--- config.mk ---
export PLATFORM = sky130hd
export DESIGN_NAME = nand9_tester
export DESIGN_NICKNAME = d
export VERILOG_FILES = /design/src/rtl/nand9_tester.sv
export SDC_FILE = /design/constraint.sdc
export NUM_CORES = 1
export LEC_CHECK = 0
export ABC_CLOCK_PERIOD_IN_PS = 5900
export BUFFER_PORTS_ARGS = -buffer_cell sky130_fd_sc_hd__buf_2
export CAP_MARGIN = 20
export CORE_MARGIN = 10
export CORE_UTILIZATION = 46
export DETAILED_ROUTE_END_ITERATION = 8
export GPL_ROUTABILITY_DRIVEN = 1
export PLACE_DENSITY_LB_ADDON = 0.12
export REMOVE_ABC_BUFFERS = 1
export SYNTH_ARGS = -nofsm -noshare
export SYNTH_HDL_FRONTEND = slang
export SYNTH_SLANG_ARGS = --single-unit
--- constraint.sdc ---
create_clock -name clk -period 5.9 [get_ports clk]
set_clock_uncertainty 0.05 [all_clocks]
set_input_delay 0 -clock clk [delete_from_list [all_inputs] [get_ports clk]]
set_output_delay 0 -clock clk [all_outputs]
set_load 0.1 [all_outputs]
--- src/rtl/nand9_tester.sv ---
// nand9_tester: exhaustive stimulus generator and response checker for an
// N-input NAND gate. It walks vec_out from 0 to all-ones and holds each
// vector for SETTLE_CYCLES clocks. It then samples y_in against ~&vec_out
// and counts the mismatches.
// Optional build macro: NAND9_TESTER_FAIL_CAPTURE_EN adds capture of the
// first failing vector on fail_valid/fail_vec.
//
// state  | meaning
// IDLE   | waiting for the first start after reset
// SETTLE | current vector held while the gate output settles
// SAMPLE | y_in compared against the expected NAND value
// DONE   | sweep finished, results held until the next start
module nand9_tester #(
  parameter int N             = 9,
  parameter int SETTLE_CYCLES = 4
) (
  input  logic         clk,
  input  logic         rst,
  input  logic         start,
  input  logic         y_in,
  output logic [N-1:0] vec_out,
  output logic         busy,
  output logic         done,
  output logic         pass,
  output logic [N:0]   err_count,
  output logic         fail_valid,
  output logic [N-1:0] fail_vec
);

  typedef enum logic [1:0] {IDLE, SETTLE, SAMPLE, DONE} state_t;

  localparam logic [7:0] CNT_LOAD = 8'(SETTLE_CYCLES - 1);

  state_t       state_q, state_d;
  logic [7:0]   cnt_q, cnt_d;
  logic [N-1:0] vec_d;
  logic [N:0]   err_d;
  logic         busy_d, done_d;
  logic         start_go, mismatch;

  assign start_go = start && ((state_q == IDLE) || (state_q == DONE));
  assign mismatch = (y_in != ~&vec_out);
  assign pass     = done && (err_count == '0);

  // State and datapath registers; everything clears asynchronously on rst.
  always_ff @(posedge clk or posedge rst) begin
    if (rst) begin
      state_q   <= IDLE;
      cnt_q     <= '0;
      vec_out   <= '0;
      err_count <= '0;
      busy      <= 1'b0;
      done      <= 1'b0;
    end else begin
      state_q   <= state_d;
      cnt_q     <= cnt_d;
      vec_out   <= vec_d;
      err_count <= err_d;
      busy      <= busy_d;
      done      <= done_d;
    end
  end

  // Next-state and next-register logic. The defaults hold every register.
  always_comb begin
    state_d = state_q;
    cnt_d   = cnt_q;
    vec_d   = vec_out;
    err_d   = err_count;
    busy_d  = busy;
    done_d  = done;
    case (state_q)
      IDLE, DONE: begin
        if (start) begin
          state_d = SETTLE;
          vec_d   = '0;
          err_d   = '0;
          cnt_d   = CNT_LOAD;
          busy_d  = 1'b1;
          done_d  = 1'b0;
        end
      end
      SETTLE: begin
        if (cnt_q == 8'd0) state_d = SAMPLE;
        else               cnt_d   = cnt_q - 8'd1;
      end
      SAMPLE: begin
        if (mismatch) err_d = err_count + (N+1)'(1);
        // The sweep stops at all-ones instead of letting vec_out wrap.
        if (&vec_out) begin
          state_d = DONE;
          busy_d  = 1'b0;
          done_d  = 1'b1;
        end else begin
          state_d = SETTLE;
          vec_d   = vec_out + N'(1);
          cnt_d   = CNT_LOAD;
        end
      end
      default: state_d = IDLE;
    endcase
  end

`ifdef NAND9_TESTER_FAIL_CAPTURE_EN
  logic         fail_valid_q;
  logic [N-1:0] fail_vec_q;

  // Capture the first mismatching vector of a sweep. Later mismatches do not
  // overwrite it.
  always_ff @(posedge clk or posedge rst) begin
    if (rst) begin
      fail_valid_q <= 1'b0;
      fail_vec_q   <= '0;
    end else if (start_go) begin
      fail_valid_q <= 1'b0;
      fail_vec_q   <= '0;
    end else if ((state_q == SAMPLE) && mismatch && !fail_valid_q) begin
      fail_valid_q <= 1'b1;
      fail_vec_q   <= vec_out;
    end
  end

  assign fail_valid = fail_valid_q;
  assign fail_vec   = fail_vec_q;
`else
  assign fail_valid = 1'b0;
  assign fail_vec   = '0;
`endif

endmodule

==> impl_metrics.json <==
{
  "hold_path.class": "input port to register",
  "grt_overflow": 0,
  "grt_pass1_wl_mm": 7.293,
  "synthSimpleGateAreaFrac_pct": 20.91,
  "yosysUniqueCellTypes": 48,
  "maxSlewHeadroom_pct": 33.65,
  "rsz0062_at_grt": "false",
  "synthFlopType": "dfrtp_1",
  "critical_path_class": "register to register",
  "viasPerCell": 5.491,
  "path_cells": "ha_1 -> nand3_1 -> nor2_1 -> ha_1 -> xor2_1 -> a211oi_1 -> nand3_1 -> mux2_2",
  "grt_pass1_vias": 1567,
  "synth-adder-area-share_pct": 6.494,
  "drtAntennaViolNets": 0,
  "synth-seq-cells": 31,
  "drt_iter0_markers": 45,
  "dp_cells": 273,
  "worst_slew_pin_slew_ps": 991.6,
  "die_area_mm2": 0.007177,
  "ctsHtreeMaxLevel": 2,
  "hold_viol": 0,
  "ys_warn_count": 0,
  "synthCells": 207,
  "clock_sinks": 31,
  "leakage_nw": 1.036,
  "core-area_mm2": 0.004029,
  "vdd_drop_max_mv": 0.1920,
  "required_ps": 6020,
  "endpoint_kind": "register",
  "cts_setup_buffers": 0,
  "cp.arrival_ps": 2830,
  "cts_tree": "done",
  "fmax_mhz": 369.8,
  "avgSynthCellArea_um2": 9.308,
  "cap_violations": 0,
  "finalCritPeriodShare_pct": 45.83,
  "synth_compound_area_share_pct": 15.32,
  "fillers": 376,
  "power_frac_seq_pct": 34.4,
  "area_growth_syn_to_layout_pct": 11.95,
  "syn_area_mm2": 0.001927,
  "pin_count": 36,
  "grt_max_degree": 32,
  "p_switching_w": 0.0003470,
  "synth_edf_count": 0,
  "cts-root-buf": "clkbuf_8",
  "initial_core_util_pct": 47.83,
  "rows": 23,
  "cp_slowest_stage_delay_ps": 580,
  "drive_above_1_share_pct": 17.75,
  "run_status": "completed",
  "pwr-share-comb_pct": 41.2,
  "synthArstFlopShare_pct": 100.0,
  "antenna_cells": 0,
  "instances_no_fill": 281,
  "critPathLaunchType": "register",
  "crit_slowest_cell": "a211oi_1",
  "period_minus_slack_ps": 2704,
  "gp_congestion": 0.7903,
  "nNetsFinal": 245,
  "antenna_found_initial": 0,
  "clock_path_buffers": 2,
  "switching_share_pct": 41.91,
  "routed_wl_mm": 4.218,
  "p_per_area_mw_per_mm2": 383.8,
  "slew_viol_final": 0,
  "p_int_w": 0.0004810,
  "yosysSeqAreaShare_pct": 40.26,
  "gr-usage-all-layers_pct": 12.22,
  "place_hpwl_mm": 3.147,
  "clkPwrFrac_pct": 24.4,
  "critPathMaxFanout": 9,
  "dr.pass1.iters": 4,
  "synth_xor_xnor_area_share_pct": 4.091,
  "synth_top_family_by_area": "simple AND/OR/NAND/NOR gates",
  "num_vias": 1543,
  "setup_tns_ps": 0,
  "clk_pin_slew_ps": 70,
  "drc_errors": 0,
  "clock_latency_ps": 280,
  "port_buffers": 25,
  "wl_per_cell_um": 15.01,
  "synthMuxAreaShare_pct": 4.416,
  "numCtsBuffers": 5,
  "dieHeight_um": 84.72,
  "setup_violations": 0,
  "die_w_um": 84.72
}
==> worst paths after layout <==
kind,start,end,slack (ps),depth (start not counted)
max,vec_out[0],err_count[7],3200,8
min,start,busy,30,3
max reg2reg,vec_out[0],err_count[7],3200,8
min reg2reg,busy,busy,460,2
max in group asynchronous,rst,cnt_q[2],5230,4
min in group asynchronous,rst,vec_out[8],280,4
==> synthesized netlist by cell type, types with 5 or more instances <==
| cell type | instances | share of area, % |
|---|---|---|
| inv_1 | 13 | 2.5 |
| nand4_1 | 5 | 1.6 |
| nor2_1 | 16 | 3.1 |
| xnor2_1 | 6 | 2.7 |
| dfrtp_1 | 31 | 40 |
| ha_1 | 10 | 6.5 |
| o21ai_0 | 8 | 2.1 |
| nand2_1 | 13 | 2.5 |
| a21oi_1 | 12 | 3.1 |
| nand3_1 | 10 | 2.6 |
| buf_4 | 10 | 3.9 |
| clkbuf_1 | 6 | 1.2 |
==> cell type report <==
cell class / instances / area, um^2 / area share, %
well taps: 50 / 62.56 / 2.900
multi-input cells: 153 / 1025 / 47.51
repair buffers: 27 / 142.6 / 6.613
clock buffers: 6 / 72.57 / 3.364
clock inverters: 1 / 30.03 / 1.392
flip-flops and latches: 31 / 775.7 / 35.96
inverters: 13 / 48.80 / 2.262
==> critical path: cells and delay by family, from the launching register on <==
family                     cells  cell delay [ps]
adders and majority gates      2              640
AOI/OAI and AO/OA              1              580
DFF                            1              430
and+or+nand+nor                3              420
muxes                          1              290
xor gates and xnor gates       1              190
==> per-stage QoR <==
step / cell area [um^2] / total power [W] / hold slack [ps] / setup WS, ps / utilization, %
after detailed placement: 2044 / 0.0006286 / 54.09 / 3193 / 50.75
after global placement: 2044 / 0.0006175 / 46.59 / 3304 / 50.75
after global routing: 2157 / 0.0008839 / 83.31 / 2825 / 53.54
after CTS: 2157 / 0.0008320 / 31.03 / 3176 / 53.54
after floorplan: 1849 / 0.0005615 / 53.51 / 2857 / -
final: 2157 / 0.0008280 / 29.96 / 3196 / 53.54
==> repair_timing <==
action | 4_1_cts | 5_1_grt
hold buffers | 1 | 0
resized for setup | 0 | 0
endpoints found under the hold margin | 31 | 0
setup endpoints to repair | 0 | 0
==> metal layers <==
metal	vias up	part of all wire [%]	GRT usage, %
met5	-	0	0
met4	0	0.97	4.341
met3	5	5.1	4.444
met2	29	51	21.69
met1	740	43	12.93
li1	769	-	-
==> cells in the final DEF (no fill, tap or decap), drive strengths merged, types with 3 or more instances in the layout <==
master and count:
mux2 4, nand4 5, nor2b 3, dfrtp 31, buf 26, mux2i 4, xor2 3, clkbuf 6
nand2 13, inv 13, or4 5, conb 10, nand3 10, ha 10, o21ai 9, a22o 4
xnor2 6, or3 3, nor2 16, a21oi 12, nor4 4
==> logic make-up (layout without fill, tap and decap cells) <==
family / Yosys count / in the layout
DFF: 31 / 31
xor gates and xnor gates: 9 / 9
and+or+nand+nor: 72 / 72
muxes: 8 / 8
AOI/OAI and AO/OA: 44 / 44
adders and majority gates: 10 / 10
buffers and inverters: 32 / 47
other: 1 / 10
==> registers in the layout, indices dropped and copies added, names as in the netlist <==
signal / flops
busy: 1
cnt_q: 8
done: 1
err_count: 10
state_q: 2
vec_out: 9
==> power by group through the flow <==
stage / registers, W / logic (W) / clock network [W]
2_1_floorplan: 0.000315 / 0.000247 / 0
3_3_place_gp: 0.000286 / 0.000332 / 0
3_5_place_dp: 0.000288 / 0.000341 / 0
4_1_cts: 0.000284 / 0.000343 / 0.000205
5_1_grt: 0.000290 / 0.000375 / 0.000218
6_report: 0.000285 / 0.000341 / 0.000202
Power figures use the tool's default switching activity.
